--- src/rtl/dlfloat_pkg.sv ---
// Shared dlfloat (1/6/9) definitions for the MAC result path and its host-side tooling.
package dlfloat_pkg;

    localparam int unsigned DLF_W      = 16;
    localparam int unsigned DLF_EXP_W  = 6;
    localparam int unsigned DLF_MANT_W = 9;
    localparam int unsigned DLF_BIAS   = 31;

    localparam logic [DLF_W-1:0] DLF_ZERO    = 16'h0000;
    localparam logic [DLF_W-1:0] DLF_SPECIAL = 16'hFFFF;

    typedef enum logic {MSB_WAIT, LSB_WAIT} phase_e;

    typedef struct packed {
        logic                  sign;
        logic [DLF_EXP_W-1:0]  exp;
        logic [DLF_MANT_W-1:0] mant;
    } dlfloat_t;

endpackage

--- src/rtl/dlfloat_word_fifo.sv ---
// Synchronous word FIFO; occupancy is tracked by a level counter, pointers wrap modulo DEPTH.
module dlfloat_word_fifo
    import dlfloat_pkg::*;
#(
    parameter int unsigned DEPTH = 4,
    localparam int unsigned PTR_W = $clog2(DEPTH),
    localparam int unsigned LVL_W = PTR_W + 1
) (
    input  logic             clk,
    input  logic             rst,
    input  logic             push,
    input  logic [DLF_W-1:0] push_data,
    input  logic             pop,
    output logic [DLF_W-1:0] head_data,
    output logic             head_valid,
    output logic [LVL_W-1:0] level,
    output logic             dropped
);

    logic [DLF_W-1:0] mem_q [DEPTH];
    logic [PTR_W-1:0] wr_ptr_q;
    logic [PTR_W-1:0] rd_ptr_q;
    logic [LVL_W-1:0] level_q;

    logic full;
    logic empty;
    logic do_push;
    logic do_pop;

    always_comb begin
        full    = (level_q == LVL_W'(DEPTH));
        empty   = (level_q == '0);
        do_pop  = pop && !empty;
        // A full FIFO still accepts a push when the same edge frees a slot.
        do_push = push && (!full || do_pop);
        dropped = push && full && !do_pop;
    end

    always_ff @(posedge clk or posedge rst) begin
        if (rst) begin
            for (int i = 0; i < int'(DEPTH); i++) begin
                mem_q[i] <= '0;
            end
            wr_ptr_q <= '0;
            rd_ptr_q <= '0;
            level_q  <= '0;
        end else begin
            if (do_push) begin
                mem_q[wr_ptr_q] <= push_data;
                wr_ptr_q        <= wr_ptr_q + PTR_W'(1);
            end
            if (do_pop) begin
                rd_ptr_q <= rd_ptr_q + PTR_W'(1);
            end
            if (do_push && !do_pop) begin
                level_q <= level_q + LVL_W'(1);
            end else if (do_pop && !do_push) begin
                level_q <= level_q - LVL_W'(1);
            end
        end
    end

    assign head_data  = mem_q[rd_ptr_q];
    assign head_valid = !empty;
    assign level      = level_q;

endmodule

--- src/rtl/dlfloat_result_deserializer.sv ---
// Reassembles MSB-first byte pairs from the MAC result pins into dlfloat words,
// buffers them and decodes the head word.
module dlfloat_result_deserializer
    import dlfloat_pkg::*;
#(
    parameter int unsigned DEPTH = 4
) (
    input  logic                    clk,
    input  logic                    rst,
    input  logic [7:0]              byte_in,
    input  logic                    byte_valid,
    input  logic                    sync,
    input  logic                    clr_flags,
    output logic [15:0]             out_data,
    output logic                    out_valid,
    input  logic                    out_ready,
    output logic                    out_sign,
    output logic [5:0]              out_exp,
    output logic [8:0]              out_mant,
    output logic                    out_is_zero,
    output logic                    out_is_special,
    output logic [$clog2(DEPTH):0]  level,
    output logic                    overflow,
    output logic                    realign_err
);

    phase_e           phase_q, phase_d;
    logic [7:0]       msb_hold_q, msb_hold_d;
    logic [DLF_W-1:0] word_q, word_d;
    logic             push_q, push_d;
    logic             realign_set;
    logic             overflow_q, overflow_d;
    logic             realign_err_q, realign_err_d;
    logic             fifo_dropped;
    dlfloat_t         head;

    always_ff @(posedge clk or posedge rst) begin
        if (rst) begin
            phase_q    <= MSB_WAIT;
            msb_hold_q <= '0;
            word_q     <= '0;
            push_q     <= 1'b0;
        end else begin
            phase_q    <= phase_d;
            msb_hold_q <= msb_hold_d;
            word_q     <= word_d;
            push_q     <= push_d;
        end
    end

    always_comb begin
        phase_d     = phase_q;
        msb_hold_d  = msb_hold_q;
        word_d      = word_q;
        push_d      = 1'b0;
        realign_set = 1'b0;
        case (phase_q)
            MSB_WAIT: begin
                if (byte_valid) begin
                    msb_hold_d = byte_in;
                    phase_d    = LSB_WAIT;
                end
            end
            LSB_WAIT: begin
                if (sync) begin
                    // A sync restarts the pair; a simultaneous byte becomes the new MSB.
                    realign_set = 1'b1;
                    if (byte_valid) begin
                        msb_hold_d = byte_in;
                        phase_d    = LSB_WAIT;
                    end else begin
                        msb_hold_d = '0;
                        phase_d    = MSB_WAIT;
                    end
                end else if (byte_valid) begin
                    word_d  = {msb_hold_q, byte_in};
                    push_d  = 1'b1;
                    phase_d = MSB_WAIT;
                end
            end
            default: phase_d = MSB_WAIT;
        endcase
    end

    dlfloat_word_fifo #(
        .DEPTH (DEPTH)
    ) u_fifo (
        .clk        (clk),
        .rst        (rst),
        .push       (push_q),
        .push_data  (word_q),
        .pop        (out_ready),
        .head_data  (out_data),
        .head_valid (out_valid),
        .level      (level),
        .dropped    (fifo_dropped)
    );

    // Sticky flags: a set in the same cycle as clr_flags wins.
    always_comb begin
        overflow_d    = fifo_dropped ? 1'b1 : (clr_flags ? 1'b0 : overflow_q);
        realign_err_d = realign_set  ? 1'b1 : (clr_flags ? 1'b0 : realign_err_q);
    end

    always_ff @(posedge clk or posedge rst) begin
        if (rst) begin
            overflow_q    <= 1'b0;
            realign_err_q <= 1'b0;
        end else begin
            overflow_q    <= overflow_d;
            realign_err_q <= realign_err_d;
        end
    end

    assign overflow    = overflow_q;
    assign realign_err = realign_err_q;

    assign head           = dlfloat_t'(out_data);
    assign out_sign       = head.sign;
    assign out_exp        = head.exp;
    assign out_mant       = head.mant;
    assign out_is_zero    = out_valid && (out_data == DLF_ZERO);
    assign out_is_special = out_valid && (out_data == DLF_SPECIAL);

endmodule

--- config.mk ---
export PLATFORM = sky130hd
export DESIGN_NAME = dlfloat_result_deserializer
export DESIGN_NICKNAME = d
export VERILOG_FILES = /design/src/rtl/dlfloat_pkg.sv /design/src/rtl/dlfloat_word_fifo.sv /design/src/rtl/dlfloat_result_deserializer.sv
export SDC_FILE = /design/constraint.sdc
export NUM_CORES = 1
export LEC_CHECK = 0
export BUFFER_PORTS_ARGS = -buffer_cell sky130_fd_sc_hd__buf_2
export CAP_MARGIN = 15
export CORE_UTILIZATION = 55
export CTS_CLUSTER_SIZE = 14
export DETAILED_ROUTE_END_ITERATION = 10
export PLACE_DENSITY_LB_ADDON = 0.2
export SLEW_MARGIN = 20
export SYNTH_ARGS = -nofsm -noshare
export SYNTH_HDL_FRONTEND = slang
export SYNTH_SLANG_ARGS = --single-unit
--- constraint.sdc ---
create_clock -name clk -period 3.8 [get_ports clk]
set_clock_uncertainty 0.1 [all_clocks]
set_input_delay 0.19 -clock clk [delete_from_list [all_inputs] [get_ports clk]]
set_output_delay 0.19 -clock clk [all_outputs]
set_load 0.02 [all_outputs]
# Word level (Yosys, flattened, before mapping)
# Index checks and enable logic that the tools add are counted.
dict set report word_totals {
  register_bits 99
  latchBits 0
  ramBits 0
  romBits 0
  in_bits 14
  output_inout_bits 40
  wordCells 72
  memories 0
}
dict set report classes {
  addsub 4
  n_mul 0
  div 0
  order_cmp 3
  n_eq_ne 4
  shifts 0
  mux 23
  n_bitwise 4
  n_reduce_logical 21
}
# cell n
set ops {}
lappend ops {{64-bit bitwise mux} 1}
lappend ops {{16-bit two-way mux} 3}
lappend ops {{16-bit binary-select mux with 2-bit select} 1}
lappend ops {{16-bit demux with 2-bit select} 1}
lappend ops {{8-bit two-way mux} 3}
lappend ops {{16-bit == test, second input constant} 1}
lappend ops {{16-bit zero test} 1}
lappend ops {{8-bit one-hot mux with 2 select lines} 1}
lappend ops {{1-bit two-way mux} 10}
lappend ops {{1-bit logical AND} 9}
lappend ops {{3-bit >= comparator, second input constant} 2}
lappend ops {{3-bit two-way mux} 2}
lappend ops {{2-bit inverter with 3-bit output} 2}
lappend ops {{2-bit nonzero test} 3}
lappend ops {{2-bit by 1-bit adder with 2-bit output, second input constant} 2}
lappend ops {{1-bit zero test} 4}
lappend ops {{2-bit != test, second input constant} 2}
lappend ops {{3-bit by 1-bit adder with 3-bit output, second input constant} 1}
lappend ops {{3-bit == test, second input constant} 1}
lappend ops {{3-bit zero test} 1}
lappend ops {{3-bit by 1-bit less-than comparator with 1-bit output, second input constant} 1}
lappend ops {{3-bit AND reduction} 1}
lappend ops {{3-bit by 1-bit subtractor with 3-bit output, second input constant} 1}
lappend ops {{1-bit inverter} 2}
lappend ops {{other kinds (3)} 3}

# Logic depth before layout (Yosys ltp)
dict set report logic_depth {
  depth_word 9
  ltp_mapped 9
  depth_no_buf 9
}

# Hierarchy
# Synthesis repeated with hierarchy kept, for this count alone.
dict set report unflattened {
  hier_cells 286
  area_unflattened_um2 4485.6
}
# module instances cells_each area_per_inst_um2 seq_area_each_um2
set by_module_without_submodules {}
lappend by_module_without_submodules {dlfloat_word_fifo 1 192 3196.8 1776.7}
lappend by_module_without_submodules {dlfloat_result_deserializer 1 94 1288.7 700.7}

# Worst setup path after synthesis
# OpenSTA, ideal clock, no wires.
dict set report synth_timing {
  kind {register to output}
  startpoint {reg u_fifo.rd_ptr_q[0]}
  endpoint {out out_is_zero}
  arrival_time_ns 2.030
  t_required_ns 3.510
  slack_ns 1.480
  stages_incl_launch_ff 6
  n_path_buf 1
  path_cell_list {dfrtp_1 > buf_6 > mux4_1 > nor4_4 > nand4_1 > nor4_2}
}
dict set report synth_via {
  elab_chain_cells 6
}
# element line
set synth_rtl {}
lappend synth_rtl {{start, declared} dlfloat_word_fifo.sv:22} ;# logic [PTR_W-1:0] rd_ptr_q;
lappend synth_rtl {{start signal, assigned} dlfloat_word_fifo.sv:53} ;# rd_ptr_q <= rd_ptr_q + PTR_W'(1);
lappend synth_rtl {{2-bit inverter with 3-bit output (implied by the code)} dlfloat_word_fifo.sv:63} ;# assign head_data = mem_q[rd_ptr_q];
lappend synth_rtl {{16-bit binary-select mux with 2-bit select} dlfloat_word_fifo.sv:63}
lappend synth_rtl {{16-bit two-way mux (implied by the code) (2 in series)} dlfloat_word_fifo.sv:63}
lappend synth_rtl {{net out_data[4]} dlfloat_result_deserializer.sv:14} ;# output logic [15:0] out_data,
lappend synth_rtl {{16-bit zero test} dlfloat_result_deserializer.sv:122} ;# assign out_is_zero = out_valid && (out_data == DLF_ZERO);
lappend synth_rtl {{1-bit logical AND} dlfloat_result_deserializer.sv:122}
lappend synth_rtl {{end, declared} dlfloat_result_deserializer.sv:20} ;# output logic out_is_zero,
# The timed path passes the listed nets, and every way through them passes these cells. The select of a mux whose other input is x is not followed.

# Worst setup path after layout
dict set report layout_timing {
  startpoint {reg u_fifo.rd_ptr_q[1]}
  endpoint {out out_is_zero}
}
dict set report layout_via {
  elab_chain_cells 6
}
# element line
set layout_rtl {}
lappend layout_rtl {{2-bit inverter with 3-bit output (implied by the code)} dlfloat_word_fifo.sv:63}
lappend layout_rtl {{16-bit binary-select mux with 2-bit select} dlfloat_word_fifo.sv:63}
lappend layout_rtl {{16-bit two-way mux (implied by the code) (2 in series)} dlfloat_word_fifo.sv:63}
lappend layout_rtl {{16-bit zero test} dlfloat_result_deserializer.sv:122}
lappend layout_rtl {{1-bit logical AND} dlfloat_result_deserializer.sv:122}
# No other way between the ends. The select of a mux whose other input is x is not followed.

==> impl_metrics.tcl <==
set metrics [dict create \
    r2r_slack_ns 1.32 \
    setup_tns_ns 0 \
    worst_setup_hold_path_clk_slew_ns 0.09 \
    cts.sink_count 99 \
    category_of_the_most_critical_setup_path "reg -> out" \
    routed-via-count 2530 \
    worst_skew_pair.late_latency_ns 0.36 \
    cell_by_cell_trace_of_the_critical_path "mux4_2 > nor4_1 > nand4_1 > nor4_2 > buf_2" \
    crit_path_max_incr_delay_ns 0.90 \
    grt_pass1_wl_mm 13.41 \
    clock_tree_from_tritoncts "yes" \
    synth.net_count 307 \
    grt_pass1_vias 2530 \
    nNetsFinal 360 \
    grt_util_met2 0.3451 \
    final_layout_size_suffix_gt1_frac 0.3314 \
    syn_to_final_growth_pct 11.80 \
    drt-initial-drc-count 108 \
    ys.flop_type "sky130_fd_sc_hd__dfrtp_1" \
    gr_layer_usage_met1 0.2936 \
    yosys.area.top_type_share 0.5563 \
    floorplan.die_area_um2 8460 \
    timing.final.crit_period_ns 3.030 \
    vias_per_cell 5.673 \
    cp-end-kind "output pin" \
    yosysSeqAreaShare 0.5563 \
    postSynthCellCount 286 \
    drc 0 \
    totalWireLength_mm 8.174 \
    dpl_worst_slack_ns 1.204 \
    placement.io_buffers 53 \
    synth_enable_flop_cells 0 \
    fill_cells 606 \
    gp_congestion 0.7246 \
    largest_net_degree_at_the_start_of_global_routing 72 \
    global_route.usage.total 0.2131 \
    ir_worst_vdd_uv 378.4 \
    initial_core_util 0.5733 \
    netlist_area_um2 4453 \
    placementRows 32 \
    worst_hold_path.num_cells 3 \
    ys_seq_elements 99 \
    antenna_found_initial 0 \
    synth_most_common_cell "sky130_fd_sc_hd__dfrtp_1" \
    fin_cells 446 \
    maxCapViolations 0 \
    crit-reg2reg-capture "u_fifo.mem_q[26]$_DFFE_PP0P_" \
    synthTopCellsByArea "sky130_fd_sc_hd__dfrtp_1 (56%), sky130_fd_sc_hd__mux2_1 (13%), sky130_fd_sc_hd__mux2_2 (8.1%), sky130_fd_sc_hd__mux4_1 (6.5%), sky130_fd_sc_hd__buf_4 (3.5%)" \
    critPathRequiredTime_ns 3.51 \
    worstReg2RegStart "u_fifo.level[1]$_DFFE_PP0P_" \
    multiInputGateArea_um2 1735 \
    ant_nets 0 \
    core_um2 7767 \
    finalWorstSetupSlack_ns 0.7698 \
    diode_insertion_count_for_antenna_repair 0 \
    place_inst 418 \
    worst-endpoint-arrival_ns 2.74 \
    cts.repair_timing.setup_buffer_count 0 \
    cts-root-buf "sky130_fd_sc_hd__clkbuf_8" \
    syn-mean-instance-area_um2 15.57 \
    run_status "finished, final reports clean" \
    max-clock-path-buffers 2 \
    tightestPinTransition_ns 0.8780 \
    grt_overflow_total 0 \
    routed_wire_length_per_instance_um 18.33 \
    ys_warn_count 0 \
    cell_type_with_the_largest_total_area_after_synthesis "sky130_fd_sc_hd__dfrtp_1" \
    setup_viol_count_final 0 \
    timing.critical_path.to "out_is_zero" \
    share_of_the_cycle_needed_by_the_critical_path_after_routing 0.7974 \
    yosys.cell_types.count 30 \
    final-seq-area_um2 2477 \
    synth_async_sr_flop_share 1.000 \
    grtUsageMet3 0.05058 \
    cts.htree.levels 3 \
    grt_setup_unrepaired "no" \
    synth.top_cells.by_count "sky130_fd_sc_hd__dfrtp_1 (99), sky130_fd_sc_hd__mux2_1 (50), sky130_fd_sc_hd__mux2_2 (32)" \
    cp-startpoint "u_fifo.rd_ptr_q[1]$_DFFE_PP0P_" \
    pd_cells_nw_per_um2 834.3 \
    fin_hold_viols 0 \
    critical_path.startpoint_type "flip-flop" \
    p_leak_nw 2.427 \
    crit_slowest_cell "sky130_fd_sc_hd__dfrtp_1" \
    dpl.hpwl_mm 5.421 \
    post_cts_resize_count 0 \
    worstPathMaxFanout 17 \
    fp.dieW_um 91.98 \
    drt_pre_antenna_iters 5 \
    worst_r2r_path_depth 4 \
    timing.slew.headroom 0.4146 \
    die_h_um 91.98 \
    cts_inserted_buffers 9 \
    holdCritPathClass "in -> reg" \
    boundaryPins 54 \
    grt_most_used_layer "met2" \
    finalMaxSlewViolations 0 \
    maxClockFrequency_mhz 330.0 \
]
==> state kept, by name, indices dropped and copies added, names as in the netlist <==
register,cells
phase_q,1
u_fifo.wr_ptr_q,2
realign_err,1
u_fifo.mem_q,64
u_fifo.rd_ptr_q,2
u_fifo.level,3
push_q,1
msb_hold_q,8
overflow,1
word_q,16
==> report_power, final <==
| part | internal, W | total, W | switching [W] |
|---|---|---|---|
| clock network | 0.000263 | 0.000631 | 0.000368 |
| registers | 0.00146 | 0.00174 | 0.000286 |
| logic | 0.000794 | 0.00178 | 0.000987 |
| total | 0.00251 | 0.00415 | 0.00164 |
==> area by class of cell <==
cell class                      instances  share of cell area
Timing Repair Buffer                   69             0.08344
Clock inverter                          6            0.009801
Clock buffer                           10             0.02765
Multi-Input combinational cell        151              0.3486
Inverter                                9            0.007288
Tap cell                              102             0.02563
Sequential cell                        99              0.4976
==> placed cells by master (no fill, tap or decap), drive strengths merged <==
cell type,count
nand4,4
xnor2,4
o21ai,4
nor4,5
dfrtp,99
buf,57
and4,1
clkinv,2
xor2,2
ha,6
clkinvlp,2
nor3,1
and2,1
a22o,8
nor2,2
nand2,11
fa,1
dlygate4sd3,12
inv,11
nand3,1
nor4b,1
clkbuf,10
mux2,82
nor2b,1
mux4,16
==> layer usage <==
layer	up-vias	part of all wire
li1	1143	-
met1	1336	0.48
met2	44	0.49
met3	7	0.024
met4	0	0.0088
met5	-	0
==> kinds of logic after synthesis <==
group	after synthesis	share of synthesized area
flip-flops	99	0.5563
multiplexers	98	0.2976
buffers and inverters	36	0.05395
AND/OR/NAND/NOR	28	0.03877
AO/OA/AOI/OAI	12	0.02023
adder cells (fa/ha/maj)	7	0.02135
XOR/XNOR	6	0.01180
==> how the worst min path moves through the flow <==
stage | from | slack, ns | end
floorplan | clr_flags | 0.19 | overflow$_DFFE_PP0P_
global placement | clr_flags | 0.29 | realign_err$_DFFE_PP0P_
detailed placement | clr_flags | 0.30 | overflow$_DFFE_PP0P_
CTS | byte_in[6] | 0.004 | msb_hold_q[6]$_DFFE_PP0P_
global route | out_ready | 0.04 | u_fifo.rd_ptr_q[1]$_DFFE_PP0P_
finish | out_ready | 0.04 | u_fifo.rd_ptr_q[1]$_DFFE_PP0P_
==> stage by stage <==
| stage | total power, W | area [um^2] | hold slack (ns) | util |
|---|---|---|---|---|
| floorplan | 0.003201 | 4453 | 0.1864 | - |
| global placement | 0.003499 | 4672 | 0.2925 | 0.6015 |
| detailed placement | 0.003553 | 4672 | 0.3049 | 0.6015 |
| CTS | 0.004200 | 4969 | 0.003801 | 0.6397 |
| global route | 0.004401 | 4979 | 0.03757 | 0.6409 |
| finish | 0.004154 | 4979 | 0.04366 | 0.6409 |
==> worst max-delay path, delay by kind of cell, from the launching register on <==
family	cells	cell delay (ns)
flops	1	0.90
simple gates	3	0.80
mux	1	0.49
buf+inv	1	0.20
==> what timing repair did <==
action	CTS	global route
hold endpoints to repair	87	2
hold buffers	11	1
setup endpoints to repair	0	0
(Power assumes the default switching activity.)
